===== src/rtl/regfile_pkg.sv =====
// Shared definitions for the scoreboarded register file.
// Address width helper, counter type and default zero-register index.
package regfile_pkg;

    localparam int DEF_ZERO_REG = 31;
    localparam int DEF_PEND_W   = 2;

    typedef logic [DEF_PEND_W-1:0] pend_t;

    function automatic int addr_w(input int n);
        return (n <= 2) ? 1 : $clog2(n);
    endfunction

endpackage


===== src/rtl/regfile_sb_ctr.sv =====
// Pending-write counter for one register.
// Saturates at all-ones and never underflows.
module regfile_sb_ctr #(
    parameter int PEND_W = 2
) (
    input  logic              clk,
    input  logic              reset,
    input  logic              inc,
    input  logic              wb,
    output logic [PEND_W-1:0] cnt,
    output logic              sat,
    output logic              err
);

    localparam logic [PEND_W-1:0] MAX = '1;

    logic dec;

    assign dec = wb && (cnt != '0);
    assign sat = (cnt == MAX);
    assign err = wb && (cnt == '0);

    // issue raises the count, retire lowers it, both at once cancel
    always_ff @(posedge clk) begin
        if (reset) begin
            cnt <= '0;
        end else if (inc && !dec && !sat) begin
            cnt <= cnt + PEND_W'(1);
        end else if (dec && !inc) begin
            cnt <= cnt - PEND_W'(1);
        end
    end

endmodule


===== src/rtl/regfile_sb.sv =====
// Two-read one-write register file with write-first bypass,
// optional hardwired-zero register and pending-write scoreboard.
module regfile_sb
    import regfile_pkg::*;
#(
    parameter int WIDTH    = 64,
    parameter int NREGS    = 32,
    parameter int ZERO_EN  = 1,
    parameter int ZERO_REG = DEF_ZERO_REG,
    parameter int PEND_W   = DEF_PEND_W,
    localparam int AW      = addr_w(NREGS)
) (
    input  logic             clk,
    input  logic             reset,
    input  logic [AW-1:0]    ra1,
    input  logic [AW-1:0]    ra2,
    output logic [WIDTH-1:0] rd1,
    output logic [WIDTH-1:0] rd2,
    output logic             rbusy1,
    output logic             rbusy2,
    input  logic             we3,
    input  logic [AW-1:0]    wa3,
    input  logic [WIDTH-1:0] wd3,
    input  logic             issue_en,
    input  logic [AW-1:0]    issue_rd,
    output logic             issue_ok,
    output logic             sb_err
);

    function automatic logic zr(input logic [AW-1:0] a);
        return (ZERO_EN != 0) && (int'(a) == ZERO_REG);
    endfunction

    function automatic logic in_range(input logic [AW-1:0] a);
        return int'(a) < NREGS;
    endfunction

    logic [WIDTH-1:0]  regs [NREGS];
    logic [PEND_W-1:0] cnt  [NREGS];
    logic [NREGS-1:0]  sat_v;
    logic [NREGS-1:0]  err_v;
    logic [NREGS-1:0]  inc_v;
    logic [NREGS-1:0]  wb_v;
    logic              hit1;
    logic              hit2;

    for (genvar r = 0; r < NREGS; r++) begin : g_ctr
        localparam bit ZR = (ZERO_EN != 0) && (r == ZERO_REG);

        assign wb_v[r]  = we3 && (wa3 == AW'(r)) && !ZR;
        assign inc_v[r] = issue_en && issue_ok &&
                          (issue_rd == AW'(r)) && !ZR;

        regfile_sb_ctr #(
            .PEND_W (PEND_W)
        ) u_ctr (
            .clk   (clk),
            .reset (reset),
            .inc   (inc_v[r]),
            .wb    (wb_v[r]),
            .cnt   (cnt[r]),
            .sat   (sat_v[r]),
            .err   (err_v[r])
        );
    end

    // architectural storage, cleared on reset, zero register never written
    always_ff @(posedge clk) begin
        if (reset) begin
            for (int i = 0; i < NREGS; i++) begin
                regs[i] <= '0;
            end
        end else if (we3 && !zr(wa3) && in_range(wa3)) begin
            regs[wa3] <= wd3;
        end
    end

    // sticky flag for a retire that had no matching issue
    always_ff @(posedge clk) begin
        if (reset) begin
            sb_err <= 1'b0;
        end else if (|err_v) begin
            sb_err <= 1'b1;
        end
    end

    // read port 1 with bypass; busy ignores the write retiring now
    always_comb begin
        hit1   = 1'b0;
        rd1    = '0;
        rbusy1 = 1'b0;
        if (!zr(ra1) && in_range(ra1)) begin
            hit1   = we3 && (wa3 == ra1);
            rd1    = hit1 ? wd3 : regs[ra1];
            rbusy1 = (cnt[ra1] != '0) &&
                     !(hit1 && (cnt[ra1] == PEND_W'(1)));
        end
    end

    // read port 2 with bypass; busy ignores the write retiring now
    always_comb begin
        hit2   = 1'b0;
        rd2    = '0;
        rbusy2 = 1'b0;
        if (!zr(ra2) && in_range(ra2)) begin
            hit2   = we3 && (wa3 == ra2);
            rd2    = hit2 ? wd3 : regs[ra2];
            rbusy2 = (cnt[ra2] != '0) &&
                     !(hit2 && (cnt[ra2] == PEND_W'(1)));
        end
    end

    // a full counter accepts an issue only when a retire frees a slot
    always_comb begin
        issue_ok = 1'b1;
        if (!zr(issue_rd) && in_range(issue_rd)) begin
            issue_ok = !sat_v[issue_rd] ||
                       (we3 && (wa3 == issue_rd));
        end
    end

endmodule


===== config.mk =====
export PLATFORM = sky130hd
export DESIGN_NAME = regfile_sb
export DESIGN_NICKNAME = d
export VERILOG_FILES = /design/src/rtl/regfile_pkg.sv /design/src/rtl/regfile_sb_ctr.sv /design/src/rtl/regfile_sb.sv
export SDC_FILE = /design/constraint.sdc
export NUM_CORES = 2
export LEC_CHECK = 0
export CORE_MARGIN = 4
export CORE_UTILIZATION = 46
export DETAILED_ROUTE_END_ITERATION = 16
export PLACE_DENSITY_LB_ADDON = 0.3
export SETUP_SLACK_MARGIN = 0.4
export SLEW_MARGIN = 20
export SYNTH_ARGS = -nofsm -noshare
export SYNTH_HDL_FRONTEND = slang
export SYNTH_HIERARCHICAL = 1
export SYNTH_SLANG_ARGS = --single-unit

===== constraint.sdc =====
create_clock -name clk -period 5.8 [get_ports clk]
set_clock_uncertainty 0.05 [all_clocks]
set_input_delay 1.16 -clock clk [delete_from_list [all_inputs] [get_ports clk]]
set_output_delay 1.16 -clock clk [all_outputs]
set_load 0.005 [all_outputs]

==> summary.md <==
| Metric | Value |
|---|---|
| Status | finished clean |
| GRT Total Usage | 34.1% |
| Worst Setup Slack post-DPL | 0.431 ns |
| Min cycle time layout | 5.53 ns |
| Antenna violations before repair | 48 |
| RSZ-0062 raised after global routing | no |
| CTS sink cnt | 2113 |
| Syn Std Cell Area | 114000 sq um |
| Crit start category | primary input |
| # IOs | 220 |
| HP Class | reg -> reg |
| Synth Instances | 7933 |
| Clock Pin Slew Worst Setup and Hold Paths | 0.06 ns |
| Final Max Tran Viols | 0 |
| GP Congestion | 0.891 |
| Root Buffer | clkbuf_16 |
| Synth Area per Inst | 14.4 sq um |
| First-pass GRT wire length | 617 mm |
| Antenna Violating Nets Remaining | 0 |
| Die Wd | 507 um |
| Post-CTS setup buffer count | 0 |
| Endpoints failing setup | 0 |
| Number of global-route vias before repair | 79045 |
| Pwr per Cell Area | 292 nW/um^2 |
| Max Root-Sink Buffers | 3 |
| Vias | 80930 |
| Arr. time, crit path | 4.32 ns |
| Worst path cell trace | buf_8 -> buf_4 -> nor2b_4 -> buf_12 -> buf_12 -> a21oi_1 -> a21oi_1 -> a22o_1 -> clkdlybuf4s50_1 |
| DR pass1 iterations | 12 |
| Initial core utilization | 46.4% |
| Share of the clock period used by the worst path | 95.4% |
| Final hold violations | 0 |
| Dpl hpwl | 250 mm |
| Commonest non-fill, non-tap cells in the layout | edfxtp_1, and2_1, mux4_2 |
| Row Count | 182 |
| Layout cells sized above 1 | 22.4% |
| Final TNS setup | 0 ns |
| TritonCTS clock tree | yes |
| Final WS setup | 0.269 ns |
| Wire length per cell | 38.8 um |
| Worst vdd ir | 0.370 mV |
| Die H | 507 um |
| Residual DRC | 0 |
| Crit-path slowest cell | a21oi_1 |
| Slew HR | 20.8% |
| Fill cell count | 20045 |
| Starting DRT DRC Count | 15824 |
| Crit path required time | 4.59 ns |
| Worst Path Max Fanout | 33 |
| CTS buffer count | 220 |
| Buffers on Ports | 219 |
| CTS HTree Levels | 4 |
| Least-Margin Pin Slew | 1.18 ns |
| Crit-path max cell delay | 0.65 ns |
| Final net count | 8094 |
| Post-CTS Hold Buffers | 0 |
| Setup CP Type | in -> out |
| Final Routed Wirelength | 447 mm |
| Area growth from synthesis to layout | 13.9% |
| Largest net degree at the start of global routing | 89 |
| Most common cell after layout, fill and taps aside | edfxtp_1 |
| FMAX | 0.181 GHz |
| Post-cts resize count | 0 |
| Via density | 7.01 |
| CP Capture Type | output port |
| Worst skew pair latency | 0.90 ns |
| Core Footprint | 247000 sq um |
| MaxCap Viol Count | 0 |
| Warning count from the yosys run | 6 |
| Die ar. | 257000 sq um |
| Total gr overflow | 0 |
| Leakage | 45.1 nW |
| Final Util | 52.8% |
layer usage:
metal	GRT usage [%]	part of all wire, %	up-vias	wire [um]
li1	-	-	30807	-
met1	45.0	34	41053	153000
met2	50.9	44	7571	198000
met3	9.73	15	1489	66700
met4	19.1	6.5	10	29100
met5	0	0.015	-	66
power breakdown:
group / total, mW / internal, mW / leakage, nW / switching (mW)
clock network: 15.1 / 8.66 / 3.68 / 6.44
logic: 4.98 / 2.12 / 21.4 / 2.87
registers: 18.0 / 17.6 / 20.0 / 0.442
total: 38.1 / 28.3 / 45.1 / 9.75
sequential cells by signal, summed over array words and instances, names as in the netlist:
| register | count |
|---|---|
| regs | 2048 |
| g_ctr.u_ctr/cnt | 64 |
| sb_err | 1 |
stage by stage:
step | instances | total power [mW] | hold slack [ns] | area [sq um]
6_report | 11539 | 38.1 | 0.508 | 130000
3_5_place_dp | 11096 | 23.1 | 0.495 | 123000
5_1_grt | 11518 | 38.9 | 0.535 | 130000
2_1_floorplan | 8007 | 20.9 | 0.429 | 115000
4_1_cts | 11510 | 37.9 | 0.503 | 130000
3_3_place_gp | 11095 | 23.0 | 0.468 | 123000
path summary, 6_finish.rpt:
| kind | from | endpoint | slack, ns | depth (start not counted) |
|---|---|---|---|---|
| worst max-delay path | ra2[2] | rd2[54] | 0.27 | 9 |
| worst min-delay path | g_ctr[11].u_ctr/cnt[0] | g_ctr[11].u_ctr/cnt[0] | 0.51 | 2 |
| worst max register to register | g_ctr[0].u_ctr/cnt[1] | g_ctr[23].u_ctr/cnt[0] | 2.26 | 10 |
| worst min register to register | g_ctr[11].u_ctr/cnt[0] | g_ctr[11].u_ctr/cnt[0] | 0.51 | 2 |
critical path: cells and delay by family:
kind                   cells  cell delay [ns]
and+or+nand+nor            1             0.28
buffers and inverters      5             1.83
AOI/OAI and AO/OA          3             0.99
cell type report:
| cell class | count | area [sq um] | share of cell area (%) |
|---|---|---|---|
| diodes | 29 | 72.6 | 0.0557 |
| clock buffers | 255 | 5640 | 4.32 |
| clock inverters | 159 | 1890 | 1.45 |
| inverters | 3 | 11.3 | 0.00864 |
| multi-input cells | 5054 | 48700 | 37.4 |
| flip-flops and latches | 2113 | 62800 | 48.2 |
| well taps | 3312 | 4140 | 3.18 |
| repair buffers | 614 | 7100 | 5.45 |
Power figures use the tool's default switching activity.
